===== config.mk =====
export PLATFORM = sky130hd
export DESIGN_NAME = mux16_rr_scheduler
export DESIGN_NICKNAME = d
export VERILOG_FILES = /design/src/rtl/mux16_rr_scheduler.sv
export SDC_FILE = /design/constraint.sdc
export NUM_CORES = 1
export LEC_CHECK = 0
export CORE_ASPECT_RATIO = 0.7
export CORE_MARGIN = 3
export CORE_UTILIZATION = 60
export CTS_CLUSTER_DIAMETER = 30
export DETAILED_ROUTE_END_ITERATION = 12
export PLACE_DENSITY = 0.84
export SETUP_SLACK_MARGIN = 0.3
export SYNTH_ARGS = -nofsm -noshare
export SYNTH_HDL_FRONTEND = slang
export SYNTH_SLANG_ARGS = --single-unit
export TNS_END_PERCENT = 20

===== constraint.sdc =====
create_clock -name clk -period 8.1 [get_ports clk]
set_input_delay 1.215 -clock clk [delete_from_list [all_inputs] [get_ports clk]]
set_output_delay 1.215 -clock clk [all_outputs]
set_load 0.01 [all_outputs]

===== src/rtl/mux16_rr_scheduler.sv =====
// Round-robin scheduler for a shared 16:1 bit-select mux: one-hot grant, bounded hold, one-cycle gap.
// Optional MUX16_SCHED_SAMPLE_EN adds a local di[si] sampler (y_q / y_vld).
module mux16_rr_scheduler #(
  parameter int unsigned MAX_HOLD = 4
) (
  input  logic        clk,
  input  logic        rst,
  input  logic [15:0] req,
`ifdef MUX16_SCHED_SAMPLE_EN
  input  logic [15:0] di,
  output logic        y_q,
  output logic        y_vld,
`endif
  output logic [3:0]  si,
  output logic [15:0] gnt,
  output logic        busy,
  output logic        ovf,
  output logic [1:0]  state_dbg
);

  // Handshake: req[i] is a level request. gnt[i] is the acknowledgement and stays
  // high while req[i] stays high, up to MAX_HOLD cycles. Dropping req[i] ends the
  // grant on the next edge. Every grant is followed by one GAP and one IDLE cycle.

  typedef enum logic [1:0] {
    IDLE  = 2'd0,
    GRANT = 2'd1,
    GAP   = 2'd2
  } state_t;

  localparam logic [3:0] MAX_HOLD_C = 4'(MAX_HOLD);

  state_t      state_q, state_d;
  logic [3:0]  si_q, si_d;
  logic [15:0] gnt_q, gnt_d;
  logic        busy_q, busy_d;
  logic        ovf_q, ovf_d;
  logic [3:0]  cnt_q, cnt_d;
  logic [3:0]  last_q, last_d;

  logic        found;
  logic [3:0]  pick_idx;
  logic [3:0]  cand;

  // Search starts one past the last winner; offset 16 wraps back to last itself.
  always_comb begin
    found    = 1'b0;
    pick_idx = 4'd0;
    cand     = 4'd0;
    for (int k = 0; k < 16; k++) begin
      cand = last_q + 4'(k + 1);
      if (!found && req[cand]) begin
        found    = 1'b1;
        pick_idx = cand;
      end
    end
  end

  always_comb begin
    state_d = state_q;
    si_d    = si_q;
    gnt_d   = gnt_q;
    busy_d  = busy_q;
    ovf_d   = 1'b0;
    cnt_d   = cnt_q;
    last_d  = last_q;
    case (state_q)
      IDLE: begin
        if (found) begin
          state_d = GRANT;
          si_d    = pick_idx;
          gnt_d   = 16'(1) << pick_idx;
          busy_d  = 1'b1;
          cnt_d   = 4'd1;
          last_d  = pick_idx;
        end
      end
      GRANT: begin
        if (!req[si_q]) begin
          state_d = GAP;
          gnt_d   = 16'h0000;
          busy_d  = 1'b0;
        end else if (cnt_q == MAX_HOLD_C) begin
          state_d = GAP;
          gnt_d   = 16'h0000;
          busy_d  = 1'b0;
          ovf_d   = 1'b1;
        end else begin
          cnt_d = cnt_q + 4'd1;
        end
      end
      GAP: begin
        state_d = IDLE;
      end
      default: begin
        state_d = IDLE;
        gnt_d   = 16'h0000;
        busy_d  = 1'b0;
      end
    endcase
  end

  always_ff @(posedge clk or posedge rst) begin
    if (rst) begin
      state_q <= IDLE;
      si_q    <= 4'd0;
      gnt_q   <= 16'h0000;
      busy_q  <= 1'b0;
      ovf_q   <= 1'b0;
      cnt_q   <= 4'd0;
      last_q  <= 4'd15;
    end else begin
      state_q <= state_d;
      si_q    <= si_d;
      gnt_q   <= gnt_d;
      busy_q  <= busy_d;
      ovf_q   <= ovf_d;
      cnt_q   <= cnt_d;
      last_q  <= last_d;
    end
  end

  assign si        = si_q;
  assign gnt       = gnt_q;
  assign busy      = busy_q;
  assign ovf       = ovf_q;
  assign state_dbg = state_q;

`ifdef MUX16_SCHED_SAMPLE_EN
  logic y_d;
  logic y_vld_q, y_vld_d;

  // si_q is stable for the whole grant, so di[si_q] matches the external mux output.
  always_comb begin
    y_d     = y_q;
    y_vld_d = 1'b0;
    if (state_q == GRANT) begin
      y_d     = di[si_q];
      y_vld_d = 1'b1;
    end
  end

  always_ff @(posedge clk or posedge rst) begin
    if (rst) begin
      y_q     <= 1'b0;
      y_vld_q <= 1'b0;
    end else begin
      y_q     <= y_d;
      y_vld_q <= y_vld_d;
    end
  end

  assign y_vld = y_vld_q;
`endif

endmodule


Word level (Yosys, flattened, before mapping). Cells that the tools add are included.

Register bits: 32. Bits in latches: 0. RAM bits: 0. ROM bits: 0. Bits of input ports: 18. Memories kept: 0.

Add/subtract/negate cells: 16. Multiply operators: 0. Div/mod/pow operators: 0. $lt $le $gt $ge: 17. Eq/ne operators: 7. Shift operators: 1. Multiplexer cells: 85. Bitwise logic cells: 1. Reduce and logical (&&, ||, !) cells: 36.

Operators with widths (count): $lt A4 B5 Y1 const B (17); $mux W4 (19); $bmux W1 S4 (17); $mux W16 (3); $pmux W16 S3 (1); $mux W1 (39); $add A4 B4 Y4 const B (8); $add A4 B3 Y4 const B (4); $shl A1 B4 Y16 const A (1); $logic_and A1 B1 Y1 (15); $logic_not A1 Y1 (15); $add A4 B1 Y4 const B (2); $add A4 B2 Y4 const B (2); $pmux W4 S2 (1); $mux W2 (3); $ne A2 B2 Y1 const B (3); $eq A4 B3 Y1 const B (1); $pmux W2 S2 (1); $reduce_and A2 Y1 (2); $reduce_and A4 Y1 (1); $ne A3 B3 Y1 const B (1); $pmux W1 S3 (1); $reduce_and A3 Y1 (1); $eq A2 B1 Y1 const B (1); 4 further kinds (4).

Longest topological paths before layout.
Word-level depth: 52. Depth in mapped cells: 17.

Worst setup path after synthesis. Ideal clock, no wire load.

Kind: reg-to-reg. Start point: reg last_q[1]. End point: reg gnt_q[0] (netlist: gnt[0]). Setup time: 110 ps. Arrival time: 4507 ps. Setup slack: 3483 ps. Stages on the path, launching flop included: 18. Buffers on the path: 6. Cell sequence: dfstp_2 -> buf_2 -> clkbuf_1 -> inv_1 -> ha_1 -> buf_2 -> buf_2 -> mux4_2 -> mux2_4 -> nor2b_4 -> nand2b_4 -> nor4_4 -> buf_6 -> nand4_1 -> a32o_1 -> or2_0 -> buf_2 -> o41ai_1.

Word-level cells in the longest chain between the ends: 52. Elaborated cells between the ends (all ways): 114. Those cells by class: add/sub: 15; eq/ne: 1; shift: 1; mux: 66; reduce/logical: 31.

RTL lines: start, declared (RTL line 39) `logic [3:0] last_q, last_d;`; start signal, assigned (RTL line 119) `last_q <= last_d;`; $add A4 B1 Y4 (RTL line 51) `cand = last_q + 4'(k + 1);`; $bmux W1 S4 (RTL line 52) `if (!found && req[cand]) begin`; $mux W1 (implied by the code) (RTL line 52); $mux W1 (RTL line 52); $logic_not A1 Y1 (RTL line 52); $logic_and A1 B1 Y1 (RTL line 52); $mux W1 (RTL line 52); $logic_not A1 Y1 (RTL line 52); [36 not listed]; $logic_and A1 B1 Y1 (RTL line 52); $mux W1 (RTL line 52); $logic_not A1 Y1 (RTL line 52); $logic_and A1 B1 Y1 (RTL line 52); $mux W4 (RTL line 52); $shl A1 B4 Y16 (RTL line 72) `gnt_d = 16'(1) << pick_idx;`; $mux W16 (RTL line 69) `if (found) begin`; $pmux W16 S3 (RTL line 67) `case (state_q)`; end signal, assigned (RTL line 115) `gnt_q <= gnt_d;`; end, declared (RTL line 35) `logic [15:0] gnt_q, gnt_d;`.

Parallel ways exist; a longest one is shown, timed or not. The select of a mux whose other input is x is not followed. A chain may end at the register's enable or synchronous reset.

Worst setup path in the final report.
Start point: reg last_q[1]. End point: reg gnt_q[4] (netlist: gnt[4]).

Same word-level chain as after synthesis.

==> run summary <==
die footprint - 7760 µm²
WP data arrival - 5930 ps
Final period util - 71.2%
die width - 104 µm
unrepaired setup endpoints after global routing - false
Reg2Reg Depth - 10
CTS tree - yes
worst hold stages - 2
flops & latches, synth - 32
vias in the first global route - 3,753
# DRC - 0
CP required - 8270 ps
Overflow after GRT - 0
Root Buffer - clkbuf_8
final setup fails - 0
CP Class - reg -> reg
routability cong. - 1.06
CTS max path bufs - 2
Synth Net Count - 447
Mapped Cells - 419
Post-DP HPWL - 8.97 mm
Final Net Count - 471
placed cells - 527
Cell Area, Synth - 4030 µm²
clk_lat worst skew - 280 ps
Setup Buffers After CTS - 0
Hold Crit Class - reg -> reg
Synth cell types - 68
largest net degree at the start of global routing - 36
antenna-violating nets left - 0
number of flops mapped to enable cells by yosys - 0
Final Non-Filler Cells - 535
Synth Flop Type - dfrtp_1
most frequent cells in the layout - nand2_1, clkdlybuf4s50_1, mux4_2
drt pass-1 iters - 5
commonest non-fill, non-tap cell in the layout - nand2_1
Slew Viols, Final - 0
initial antenna violation count - 0
status - finished, final reports clean
YS warnings - 0
global-route wire length before repair - 19.7 mm
clock sink count - 32
final hold vios - 0
Worst-path clk slew - 70 ps
Tightest Pin Transition - 1030 ps
syn_area_per_cell - 9.62 µm²
Final TNS setup - 0 ps
IO Port Bufs - 41
die extent in y - 74.6 µm
routed len/inst - 22.9 µm
Fin Clk Skew - 9.13 ps
H-tree lvl count - 2
Fmax achieved - 173 MHz
Hold Buf Count CTS - 0
via count - 3,861
DR iter-0 viols - 583
Post-synth ARST share - 100%
CTS buffer count - 5
overall fraction of global-route tracks in use - 32.1%
CP Max Fanout - 33
share of cells above drive strength 1 - 17.8%
Via density - 7.22
Seq/Total Area, Yosys - 20.0%
Max-Cap Viols - 0
Worst setup SP type - register
Filler cells - 506
Area Overhead vs Synth - 11.9%
Slew headroom - 30.9%
ANT cells - 0
CP endpoint kind - register
I/O pin count - 42
Placeable Area - 6370 µm²
post-layout min period - 5760 ps
WL final - 12.2 mm
FP Rows - 24
Resize count post-CTS - 0
initial core utilization - 63.3%
[worst max-delay path, stage by stage, from the launching register on]
cell and delay [ps]:
dfstp_2 1120, inv_1 340, ha_1 900, mux2i_1 270
mux4_2 590, mux2i_2 510, nor4_1 160, and2_1 240
a31oi_2 680, o21ai_1 420, o41ai_1 410
[state kept, by name, summed over array words and instances (netlist names)]
signal / cells
busy: 1
cnt_q: 4
state_dbg: 2
si: 4
last_q: 4
ovf: 1
gnt: 16
[synth_stat cells (all sizes together) (3+ instances only)]
cell type	count	area [µm²]
nand4	4	25.0
nand2	45	169
mux2	9	105
o41ai	16	163
o21ai	20	100
a31oi	7	50.1
a32oi	3	26.3
o2111ai	5	43.8
xnor2	6	52.6
buf	15	96.3
nand3	17	85.1
or2	3	18.8
a22oi	3	22.5
a21o	5	37.5
dfrtp	28	701
nor4	3	33.8
dfstp	4	105
and2	6	37.5
nor2	29	109
nor2b	5	38.8
mux2i	29	302
nor3	7	45.0
clkbuf	10	37.5
ha	10	125
nand2b	4	32.5
mux4	39	878
inv	16	60.1
a21oi	26	134
o211ai	5	37.5
xor2	9	105
[final cells by class]
| class | instances | area (µm²) | share of cell area, % |
|---|---|---|---|
| clock buffer | 7 | 76.3 | 1.69 |
| clock inverter | 1 | 5.00 | 0.111 |
| inverter | 17 | 63.8 | 1.41 |
| multi-input combinational | 345 | 3030 | 67.1 |
| sequential | 32 | 806 | 17.9 |
| tap | 91 | 114 | 2.52 |
| timing repair buffer | 42 | 418 | 9.26 |
[worst paths after layout]
path / start / end / slack, ps
worst min-delay path: gnt[12] / gnt[12] / 470
worst min register to register: gnt[12] / gnt[12] / 470
max in group asynchronous: rst / last_q[2] / 6450
min in group asynchronous: rst / gnt[6] / 1330
worst max register to register: last_q[1] / gnt[4] / 2340
worst max-delay path: last_q[1] / gnt[4] / 2340
[through the flow]
stage / area, µm² / utilization (%) / setup slack, ps / hold WS, ps
finish: 4510 / 70.9 / 2340 / 472
global route: 4510 / 70.9 / 1810 / 497
detailed placement: 4430 / 69.6 / 2430 / 459
CTS: 4510 / 70.9 / 2420 / 477
global placement: 4430 / 69.6 / 2650 / 459
floorplan: 4030 / - / 3480 / 496
[metal layers]
| layer | routed length [µm] | global-route usage [%] | vias up |
|---|---|---|---|
| met1 | 5110 | 47.0 | 1810 |
| met5 | 0 | 0 | - |
| met3 | 1580 | 7.63 | 53 |
| li1 | - | - | 1685 |
| met2 | 5260 | 49.1 | 313 |
| met4 | 301 | 7.67 | 0 |
[logic make-up after synthesis]
| logic type | synth area share, % |
|---|---|
| AOI/OAI and AO/OA | 19.7 |
| xor gates and xnor gates | 3.91 |
| adders and majority gates | 3.10 |
| buffers and inverters | 4.90 |
| DFF | 20.0 |
| muxes | 31.9 |
| and+or+nand+nor | 16.5 |
Power is left out: the tool's default activity adds up to more than one toggle a clock period on the data nets, which glitch-free logic cannot reach.
